**src/rtl/pulse_voice_adsr_if.sv**
```systemverilog
// rtl/pulse_voice_adsr_if.sv - sequencer-to-voice control and audio result bundle
interface pulse_voice_adsr_if #(
  parameter int PHASE_BITS = 18,
  parameter int AMP_BITS   = 8,
  parameter int OUT_BITS   = 13
);
  logic                  sample_clk;
  logic                  tick_clk;
  logic                  song_clk;
  logic                  note_on;
  logic                  note_trigger;
  logic [PHASE_BITS-1:0] phase_inc;
  logic [3:0]            pulse_width;
  logic [3:0]            attack_rate;
  logic [3:0]            decay_rate;
  logic [3:0]            release_rate;
  logic [AMP_BITS-1:0]   sustain_level;
  logic [2:0]            env_state;
  logic                  busy;
  logic [OUT_BITS-1:0]   audio_out;

  modport master (
    output sample_clk, tick_clk, song_clk, note_on, note_trigger, phase_inc,
           pulse_width, attack_rate, decay_rate, release_rate, sustain_level,
    input  env_state, busy, audio_out
  );

  modport slave (
    input  sample_clk, tick_clk, song_clk, note_on, note_trigger, phase_inc,
           pulse_width, attack_rate, decay_rate, release_rate, sustain_level,
    output env_state, busy, audio_out
  );
endinterface

```
**src/rtl/pulse_voice_adsr.sv**
```systemverilog
// rtl/pulse_voice_adsr.sv - stacked pulse oscillators sharing one ADSR envelope
module pulse_voice_adsr #(
  parameter int PHASE_BITS    = 18,
  parameter int NUM_OSC       = 2,
  parameter int DETUNE        = 2,
  parameter int CARRIER_SHIFT = 1,
  parameter int AMP_BITS      = 8,
  parameter int OUT_BITS      = 13,
  parameter int PHASE_RESET   = 0
) (
  input logic              clk,
  input logic              rst,
  pulse_voice_adsr_if.slave bus
);
  localparam int W = AMP_BITS + 16;
  localparam logic [AMP_BITS-1:0] MAX = '1;

  typedef enum logic [2:0] {
    IDLE    = 3'd0,
    ATTACK  = 3'd1,
    DECAY   = 3'd2,
    SUSTAIN = 3'd3,
    RELEASE = 3'd4
  } env_t;

  env_t                  state;
  logic [AMP_BITS-1:0]   amp;
  logic [PHASE_BITS-1:0] phase [NUM_OSC];
  logic [PHASE_BITS-1:0] inc   [NUM_OSC];
  logic [NUM_OSC-1:0]    pulse;
  logic [OUT_BITS-1:0]   mix;
  logic [AMP_BITS-1:0]   att_amp;
  logic [AMP_BITS-1:0]   dec_amp;
  logic [AMP_BITS-1:0]   rel_amp;
  logic                  trigger;
  logic                  rel_now;

  // Rounding up keeps every step at least 1 while never passing the target.
  function automatic logic [AMP_BITS-1:0] ceil_shr(input logic [AMP_BITS-1:0] x,
                                                   input logic [3:0] r);
    logic [W-1:0] t;
    t = (W'(x) + (W'(1) << r) - W'(1)) >> r;
    return AMP_BITS'(t);
  endfunction

  always_comb begin
    mix = '0;
    for (int k = 0; k < NUM_OSC; k++) begin
      inc[k]   = PHASE_BITS'(bus.phase_inc << (k * CARRIER_SHIFT)) + PHASE_BITS'(k * DETUNE);
      pulse[k] = phase[k][PHASE_BITS-1 -: 4] < bus.pulse_width;
      if (pulse[k]) mix = mix + OUT_BITS'(amp);
    end
  end

  always_comb begin
    att_amp = amp + ceil_shr(MAX - amp, bus.attack_rate);
    dec_amp = (amp > bus.sustain_level)
            ? amp - ceil_shr(amp - bus.sustain_level, bus.decay_rate) : amp;
    rel_amp = amp - ceil_shr(amp, bus.release_rate);
  end

  assign trigger = bus.tick_clk & bus.song_clk & bus.note_trigger;
  assign rel_now = (state == RELEASE) ||
                   (!bus.note_on && (state == ATTACK || state == DECAY || state == SUSTAIN));

  always_ff @(posedge clk) begin
    if (rst) begin
      state <= IDLE;
      amp   <= '0;
      for (int k = 0; k < NUM_OSC; k++) phase[k] <= '0;
    end else begin
      if (trigger && PHASE_RESET != 0) begin
        for (int k = 0; k < NUM_OSC; k++) phase[k] <= '0;
      end else if (bus.sample_clk) begin
        for (int k = 0; k < NUM_OSC; k++) phase[k] <= phase[k] + inc[k];
      end

      // Retrigger keeps the current amplitude so the attack ramps from where it is.
      if (trigger) begin
        state <= ATTACK;
      end else if (bus.tick_clk) begin
        if (rel_now) begin
          amp   <= rel_amp;
          state <= (rel_amp == '0) ? IDLE : RELEASE;
        end else begin
          case (state)
            IDLE: amp <= '0;
            ATTACK: begin
              amp <= att_amp;
              if (att_amp == MAX) state <= DECAY;
            end
            DECAY: begin
              if (dec_amp <= bus.sustain_level) begin
                amp   <= bus.sustain_level;
                state <= SUSTAIN;
              end else begin
                amp <= dec_amp;
              end
            end
            SUSTAIN: amp <= bus.sustain_level;
            default: begin
              amp   <= '0;
              state <= IDLE;
            end
          endcase
        end
      end
    end
  end

  assign bus.env_state = state;
  assign bus.busy      = (state != IDLE);
  assign bus.audio_out = mix;
endmodule

```
**src/flat_wrapper.sv**
```systemverilog
// flat-port wrapper written by rule: the top's interface ports become plain ports
module pulse_voice_adsr_flat 
#(
  parameter int PHASE_BITS    = 18,
  parameter int NUM_OSC       = 2,
  parameter int DETUNE        = 2,
  parameter int CARRIER_SHIFT = 1,
  parameter int AMP_BITS      = 8,
  parameter int OUT_BITS      = 13,
  parameter int PHASE_RESET   = 0
)
  (clk, rst, bus_sample_clk, bus_tick_clk, bus_song_clk, bus_note_on, bus_note_trigger, bus_phase_inc, bus_pulse_width, bus_attack_rate, bus_decay_rate, bus_release_rate, bus_sustain_level, bus_env_state, bus_busy, bus_audio_out);
  pulse_voice_adsr_if #(.PHASE_BITS(PHASE_BITS), .AMP_BITS(AMP_BITS), .OUT_BITS(OUT_BITS)) bus_i ();
  input logic clk;
  input logic rst;
  input wire logic [$bits(bus_i.sample_clk)-1:0] bus_sample_clk;
  input wire logic [$bits(bus_i.tick_clk)-1:0] bus_tick_clk;
  input wire logic [$bits(bus_i.song_clk)-1:0] bus_song_clk;
  input wire logic [$bits(bus_i.note_on)-1:0] bus_note_on;
  input wire logic [$bits(bus_i.note_trigger)-1:0] bus_note_trigger;
  input wire logic [$bits(bus_i.phase_inc)-1:0] bus_phase_inc;
  input wire logic [$bits(bus_i.pulse_width)-1:0] bus_pulse_width;
  input wire logic [$bits(bus_i.attack_rate)-1:0] bus_attack_rate;
  input wire logic [$bits(bus_i.decay_rate)-1:0] bus_decay_rate;
  input wire logic [$bits(bus_i.release_rate)-1:0] bus_release_rate;
  input wire logic [$bits(bus_i.sustain_level)-1:0] bus_sustain_level;
  output wire logic [$bits(bus_i.env_state)-1:0] bus_env_state;
  output wire logic [$bits(bus_i.busy)-1:0] bus_busy;
  output wire logic [$bits(bus_i.audio_out)-1:0] bus_audio_out;
  assign bus_i.sample_clk = bus_sample_clk;
  assign bus_i.tick_clk = bus_tick_clk;
  assign bus_i.song_clk = bus_song_clk;
  assign bus_i.note_on = bus_note_on;
  assign bus_i.note_trigger = bus_note_trigger;
  assign bus_i.phase_inc = bus_phase_inc;
  assign bus_i.pulse_width = bus_pulse_width;
  assign bus_i.attack_rate = bus_attack_rate;
  assign bus_i.decay_rate = bus_decay_rate;
  assign bus_i.release_rate = bus_release_rate;
  assign bus_i.sustain_level = bus_sustain_level;
  assign bus_env_state = bus_i.env_state;
  assign bus_busy = bus_i.busy;
  assign bus_audio_out = bus_i.audio_out;
  pulse_voice_adsr #(.PHASE_BITS(PHASE_BITS), .NUM_OSC(NUM_OSC), .DETUNE(DETUNE), .CARRIER_SHIFT(CARRIER_SHIFT), .AMP_BITS(AMP_BITS), .OUT_BITS(OUT_BITS), .PHASE_RESET(PHASE_RESET)) u_core (.clk(clk), .rst(rst), .bus(bus_i));
endmodule
```
**config.mk**
```make
export PLATFORM = sky130hd
export DESIGN_NAME = pulse_voice_adsr_flat
export DESIGN_NICKNAME = d
export VERILOG_FILES = /design/src/rtl/pulse_voice_adsr_if.sv /design/src/rtl/pulse_voice_adsr.sv /design/src/flat_wrapper.sv
export SDC_FILE = /design/constraint.sdc
export NUM_CORES = 1
export LEC_CHECK = 0
export CORE_ASPECT_RATIO = 1.2
export CORE_UTILIZATION = 40
export CTS_BUF_LIST = sky130_fd_sc_hd__clkbuf_8
export CTS_CLUSTER_DIAMETER = 150
export CTS_CLUSTER_SIZE = 20
export DETAILED_ROUTE_END_ITERATION = 16
export GPL_TIMING_DRIVEN = 0
export PLACE_DENSITY = 0.58
export SYNTH_ARGS = -nofsm -noshare
export SYNTH_HDL_FRONTEND = slang
export SYNTH_SLANG_ARGS = --single-unit
```
**constraint.sdc**
```tcl
create_clock -name clk -period 13.1 [get_ports clk]
set_clock_uncertainty 0.05 [all_clocks]
set_input_delay 3.275 -clock clk [delete_from_list [all_inputs] [get_ports clk]]
set_output_delay 3.275 -clock clk [all_outputs]
set_load 0.02 [all_outputs]
```
**After elaboration in Yosys (flattened, before gate mapping)**

Memory sizes are Yosys's and may differ from the RTL's.
Index checks and enable logic that the tools add are counted.
W data, S select, Z words.

- $add $sub $neg: 15
- Magnitude comparators: 4
- Bitwise operators: 5
- Reductions and logical operators: 14
- Equality and inequality tests: 11
- Muxes and demuxes: 20
- Shifts and indexed selects: 6

Operators by type and width:

| operator | count |
|---|---|
| $add A8 B24 Y24 | 3 |
| $shl A1 B4 Y24 const A | 3 |
| $shr A24 B4 Y8 | 3 |
| $sub A24 B1 Y24 const B | 3 |
| $add A18 B18 Y18 | 2 |
| $mux W18 | 2 |
| $mux W8 | 4 |
| $pmux W8 S3 | 1 |
| $sub A8 B8 Y8 | 3 |
| $add A18 B2 Y18 const B | 1 |
| $add A13 B8 Y13 | 1 |
| $mux W13 | 1 |
| $mux W3 | 4 |
| $pmux W3 S3 | 1 |
| $add A8 B8 Y8 | 1 |
| $eq A8 B8 Y1 const B | 1 |
| $gt A8 B8 Y1 | 1 |
| $le A8 B8 Y1 | 1 |
| $logic_not A8 Y1 | 1 |
| $lt A4 B4 Y1 | 2 |
| $ne A4 B2 Y1 const B | 2 |
| $reduce_and A4 Y1 | 2 |
| $sub A8 B8 Y8 const A | 1 |
| $mux W1 | 7 |
| 17 further kinds | 24 |

- RAM bits: 36
- Word-level logic and storage cells: 79
- Register bits after elaboration: 11
- Memories: 1
- Input port bits: 49
- Output and inout bits: 17

Memories:

| name | depth | bits a word | rd ports | clocked after Yosys merged registers in | wr ports | line | source |
|---|---|---|---|---|---|---|---|
| u_core.phase | 2 | 18 | 2 | 0 | 2 | pulse_voice_adsr.sv:28 | `logic [PHASE_BITS-1:0] phase [NUM_OSC];` |

**Longest topological paths before layout**

- Word-level depth: 12
- Gate-level depth with buffers: 46

**Worst setup path after synthesis**

No wires, ideal clock.

- Path type: input port to flip-flop
- Start: in bus_sustain_level[1]
- End: reg u_core.amp[3]
- Path buffers: 1
- Stages on the path: 43
- Setup time: 0.086 ns
- Data required time: 12.964 ns
- Slack: 2.759 ns
- Data arrival time: 10.205 ns
- Cells stage by stage: inv_1 ha_1 nor2b_1 o21ai_0 nand2b_1 a21oi_1 o21bai_1 a21o_1 a21oi_1 xor2_1 ha_1 inv_1 ha_1 or2_2 a21oi_1 a21o_1 o21ai_0 a211o_1 [7 not listed] a21boi_0 o21a_1 o21ai_0 nand2b_1 a21oi_1 xnor2_1 nor2_1 xnor2_1 ha_1 nand3_1 nand2_1 o21ai_0 a31oi_1 clkbuf_1 a21oi_1 o22ai_1 a22oi_1 a211oi_1

- Cells in the longest elaborated chain, start to end: 10
- Elaborated cells between the ends (all ways): 11
- Those cells by class: 4 x add/sub; 2 x order compare; 1 x shift; 4 x mux

Ends and longest elaborated chain:

| item | line | source |
|---|---|---|
| start: declaration | flat_wrapper.sv:26 | `input wire logic [$bits(bus_i.sustain_level)-1:0] bus_sustain_level;` |
| $sub A8 B8 Y8 | pulse_voice_adsr.sv:58 | `? amp - ceil_shr(amp - bus.sustain_level, bus.decay_rate) : amp;` |
| $add A8 B24 Y24 | pulse_voice_adsr.sv:42 | `t = (W'(x) + (W'(1) << r) - W'(1)) >> r;` |
| $sub A24 B1 Y24 | pulse_voice_adsr.sv:42 |  |
| $shr A24 B4 Y8 | pulse_voice_adsr.sv:42 |  |
| $sub A8 B8 Y8 | pulse_voice_adsr.sv:58 |  |
| $mux W8 | pulse_voice_adsr.sv:58 |  |
| $le A8 B8 Y1 | pulse_voice_adsr.sv:93 | `if (dec_amp <= bus.sustain_level) begin` |
| $mux W8 (*) | pulse_voice_adsr.sv:93 |  |
| $pmux W8 S3 (*) | pulse_voice_adsr.sv:86 | `case (state)` |
| $mux W8 (*) | pulse_voice_adsr.sv:82 | `if (rel_now) begin` |
| end signal: assignment | pulse_voice_adsr.sv:83 | `amp <= rel_amp;` |
| end signal: assignment | pulse_voice_adsr.sv:89 | `amp <= att_amp;` |
| end signal: assignment | pulse_voice_adsr.sv:94 | `amp <= bus.sustain_level;` |
| end: declaration | pulse_voice_adsr.sv:27 | `logic [AMP_BITS-1:0] amp;` |

Mark *: on every way between the ends. The rest lies on a longest branch, timed or not.
A chain may end at the register's enable or synchronous reset.

**Worst setup path after layout**

- Start: in bus_sustain_level[1]
- End: reg u_core.amp[1]

- Cells in the longest elaborated chain, start to end: 10
- Elaborated cells between the ends (all ways): 11
- Those cells by class: 4 x add/sub; 2 x order compare; 1 x shift; 4 x mux

Ends and longest elaborated chain:

| item | line |
|---|---|
| $sub A8 B8 Y8 | pulse_voice_adsr.sv:58 |
| $add A8 B24 Y24 | pulse_voice_adsr.sv:42 |
| $sub A24 B1 Y24 | pulse_voice_adsr.sv:42 |
| $shr A24 B4 Y8 | pulse_voice_adsr.sv:42 |
| $sub A8 B8 Y8 | pulse_voice_adsr.sv:58 |
| $mux W8 | pulse_voice_adsr.sv:58 |
| $le A8 B8 Y1 | pulse_voice_adsr.sv:93 |
| $mux W8 | pulse_voice_adsr.sv:93 |
| $pmux W8 S3 (*) | pulse_voice_adsr.sv:86 |
| $mux W8 (*) | pulse_voice_adsr.sv:82 |

Marked as above.

==> impl_metrics.toml <==
[clock_tree]
post_cts_buffers = 0
clockBufferDepth = 2
cts-root-buf = "clkbuf_8"
cts_htree_levels = 2
hold_buffers = 0
cts_buffers = 5
clk_latency_ns = 0.31
cts_sinks = 46
clkTransAtPathRegs_ns = 0.10
cts_resized = 0
cts_tree = "done"

[critical_path]
cp_slowest_stage_delay_ns = 0.53
path_max_fanout = 10
cp.required_ns = 13.29
critPathTopFamily = "compound AO/OA/AOI/OAI gates"
crit_type = "in -> reg"
worstSetupStartpointType = "primary input"
cp.arrival_ns = 12.02
slowest_stage = "clkdlybuf4s50_1"
critPathCaptureType = "register"
cp_num_buf_inv = 5

[floorplan]
die_x_um = 149.4
dieArea_mm2 = 0.02672
core-area_mm2 = 0.02554
rows = 64
ios = 66
die_h_um = 178.9
start_util_pct = 40.82

[timing]
setup_viol = 0
layout_min_cycle_time_ns = 11.83
rsz0062_at_grt = "false"
hold_viol = 0
relSlewSlack_pct = 26.58
tightest_slew_ns = 1.091
report.final.slew_viol_count = 0
min_period_over_period_pct = 90.31
holdWs_ns = 0.5988
fin_setup_tns_ns = 0
clock.fmax_ghz = 0.08453

[global_route]
gr-total-overflow = 0
first_global_vias = 9447
grt.total_usage_pct = 20.85
grt_pass1_wl_um = 45340
grt_max_degree = 36
antenna_found_initial = 0

[yosys]
yosys_warnings = 0
yosys.area_share.simple_pct = 17.98
ys_ff_latch = 46
postSynthAreaPerCell_um2 = 7.828
syn_area_mm2 = 0.01043
yosys_most_used_dff = "edfxtp_1"
muxShareOfSynthArea_pct = 12.16
synth_edf_count = 35
synth_compound_area_share_pct = 22.45
synth.distinct_cells = 76
synth_top_family_by_area = "compound AO/OA/AOI/OAI gates"
postSynth.asyncResetShare_pct = 0
synthAdderAreaFrac_pct = 21.65
synth-seq-area-share_pct = 12.19
synthXorXnorAreaFrac_pct = 6.552
syn_inst = 1332

[routing]
vias = 9730
drt-total-wl_um = 27730
first_pass_iters = 5
routed_via_density = 5.624
drt_iter0_markers = 427
route.antenna.remaining_nets = 0
drc = 0
wl_per_cell_um = 16.03

[placed_design]
gp_congestion = 0.9166
port_buffers = 56
hpwl_um = 22700

[power_and_ir_drop]
p_leak_uw = 0.005299
peakVddDrop_uv = 34.43
p_per_area_mw_per_mm2 = 106.0

[status]
status = "complete, no violations"

[layout]
drive_gt1_share_pct = 4.789
final_core_util_pct = 45.12
synthToLayoutAreaGrowth_pct = 10.54
nets = 1622

[run]
drv_cap = 0

[min_path]
hp-class = "reg -> reg"
[where the power goes]
| part | leakage [uW] | switching [uW] | internal, uW | total, uW |
|---|---|---|---|---|
| Combinational | 0.00476 | 505 | 415 | 919 |
| Sequential | 0.000476 | 15.1 | 176 | 191 |
| Clock | 0.0000590 | 54.2 | 57.2 | 111 |
[synthesized netlist by cell type, types with 6 or more instances]
cell type,count,area (um2)
buf_1,8,30.03
a22o_1,8,70.07
nand2b_1,14,87.58
o21a_1,14,105.1
dfxtp_1,11,220.2
a21o_1,34,255.2
ha_1,166,2077
nor3_1,28,140.1
and3_1,11,68.82
o21bai_1,11,82.58
nand2_1,105,394.1
nand3_1,37,185.2
and2_1,13,81.33
a211oi_1,24,180.2
a21oi_1,88,440.4
a41oi_1,6,52.55
nor2b_1,25,156.4
mux2i_1,55,550.5
clkbuf_1,34,127.6
o211ai_1,17,127.6
o21ai_0,77,385.4
mux2_2,9,101.4
xor2_1,26,227.7
nand3b_1,8,60.06
inv_1,137,514.2
nor2_1,117,439.2
xnor2_1,52,455.4
edfxtp_1,35,1051
fa_1,9,180.2
or3_1,7,43.79
nand4_1,11,68.82
nor3b_1,6,45.04
o22ai_1,7,43.79
mux4_2,26,585.6
a31oi_1,9,56.30
a21boi_0,10,75.07
[routing by layer]
metal | part of all wire, % | vias to the layer above | GRT usage, %
met4 | 1.7 | 0 | 5.187
met2 | 49 | 183 | 37.98
met1 | 46 | 4544 | 26.57
li1 | - | 4965 | -
met5 | 0 | - | 0
met3 | 2.7 | 38 | 1.094
[cell families after synthesis]
kind of cell / after synthesis
muxes: 92
adders and majority gates: 175
buffers and inverters: 189
DFF: 46
AOI/OAI and AO/OA: 355
other: 1
and+or+nand+nor: 396
xor gates and xnor gates: 78
[through the flow]
stage          worst slack [ns]  std cells  power, uW  instance area [um2]
2_1_floorplan             2.759       1335      902.4                10440
3_3_place_gp              1.078       1721       1097                11410
3_5_place_dp              1.054       1721       1109                11410
4_1_cts                   1.351       1729       1225                11520
5_1_grt                  0.6409       1729       1350                11520
6_report                  1.269       1730       1222                11520
[flip-flops by register name, summed over array words and instances, names as in the netlist]
name                  flops
u_core.amp                8
u_core.bus.env_state      3
u_core.phase             35
[worst min-delay path, cell delays in order, from the launching register on]
cell	delay [ns]
edfxtp_1	0.34
ha_1	0.11
and2_1	0.10
[worst paths after layout]
| kind | start | end | slack (ns) | cells past startpoint |
|---|---|---|---|---|
| worst max-delay path | bus_sustain_level[1] | u_core.amp[1] | 1.27 | 44 |
| worst min-delay path | u_core.phase[0][0] | u_core.phase[0][0] | 0.60 | 2 |
| worst max register to register | u_core.amp[1] | u_core.amp[1] | 4.07 | 42 |
| worst min register to register | u_core.phase[0][0] | u_core.phase[0][0] | 0.60 | 2 |
[final cells by class]
| type | count | area, um2 |
|---|---|---|
| clock buffer | 5 | 68.82 |
| buffer | 49 | 202.7 |
| multi-input combinational | 1100 | 8438 |
| antenna | 1 | 2.502 |
| fill | 2640 | 14020 |
| sequential | 46 | 1271 |
| inverter | 140 | 525.5 |
| timing repair buffer | 56 | 560.5 |
| tap | 330 | 412.9 |
| clock inverter | 3 | 42.54 |
[placed cells by master (no fill, tap or decap), drive strengths merged, types with 5 or more instances in the layout]
| cell | instances |
|---|---|
| ha | 166 |
| inv | 142 |
| nor2 | 117 |
| nand2 | 106 |
| a21oi | 88 |
| o21ai | 78 |
| clkdlybuf4s50 | 56 |
| mux2i | 55 |
| xnor2 | 52 |
| clkbuf | 39 |
| nand3 | 37 |
| edfxtp | 35 |
| a21o | 34 |
| nor3 | 28 |
| xor2 | 26 |
| mux4 | 26 |
| a211oi | 26 |
| nor2b | 25 |
| o211ai | 18 |
| and2 | 15 |
| buf | 15 |
| nand2b | 14 |
| o21a | 14 |
| nand4 | 11 |
| and3 | 11 |
| o21bai | 11 |
| dfxtp | 11 |
| a21boi | 11 |
| mux2 | 11 |
| a31oi | 9 |
| fa | 9 |
| nand3b | 8 |
| a22o | 8 |
| or3 | 7 |
| o22ai | 7 |
| a41oi | 6 |
| nor3b | 6 |
| a311oi | 6 |
| a211o | 5 |
Note: power is estimated with default switching activity, not from simulation.
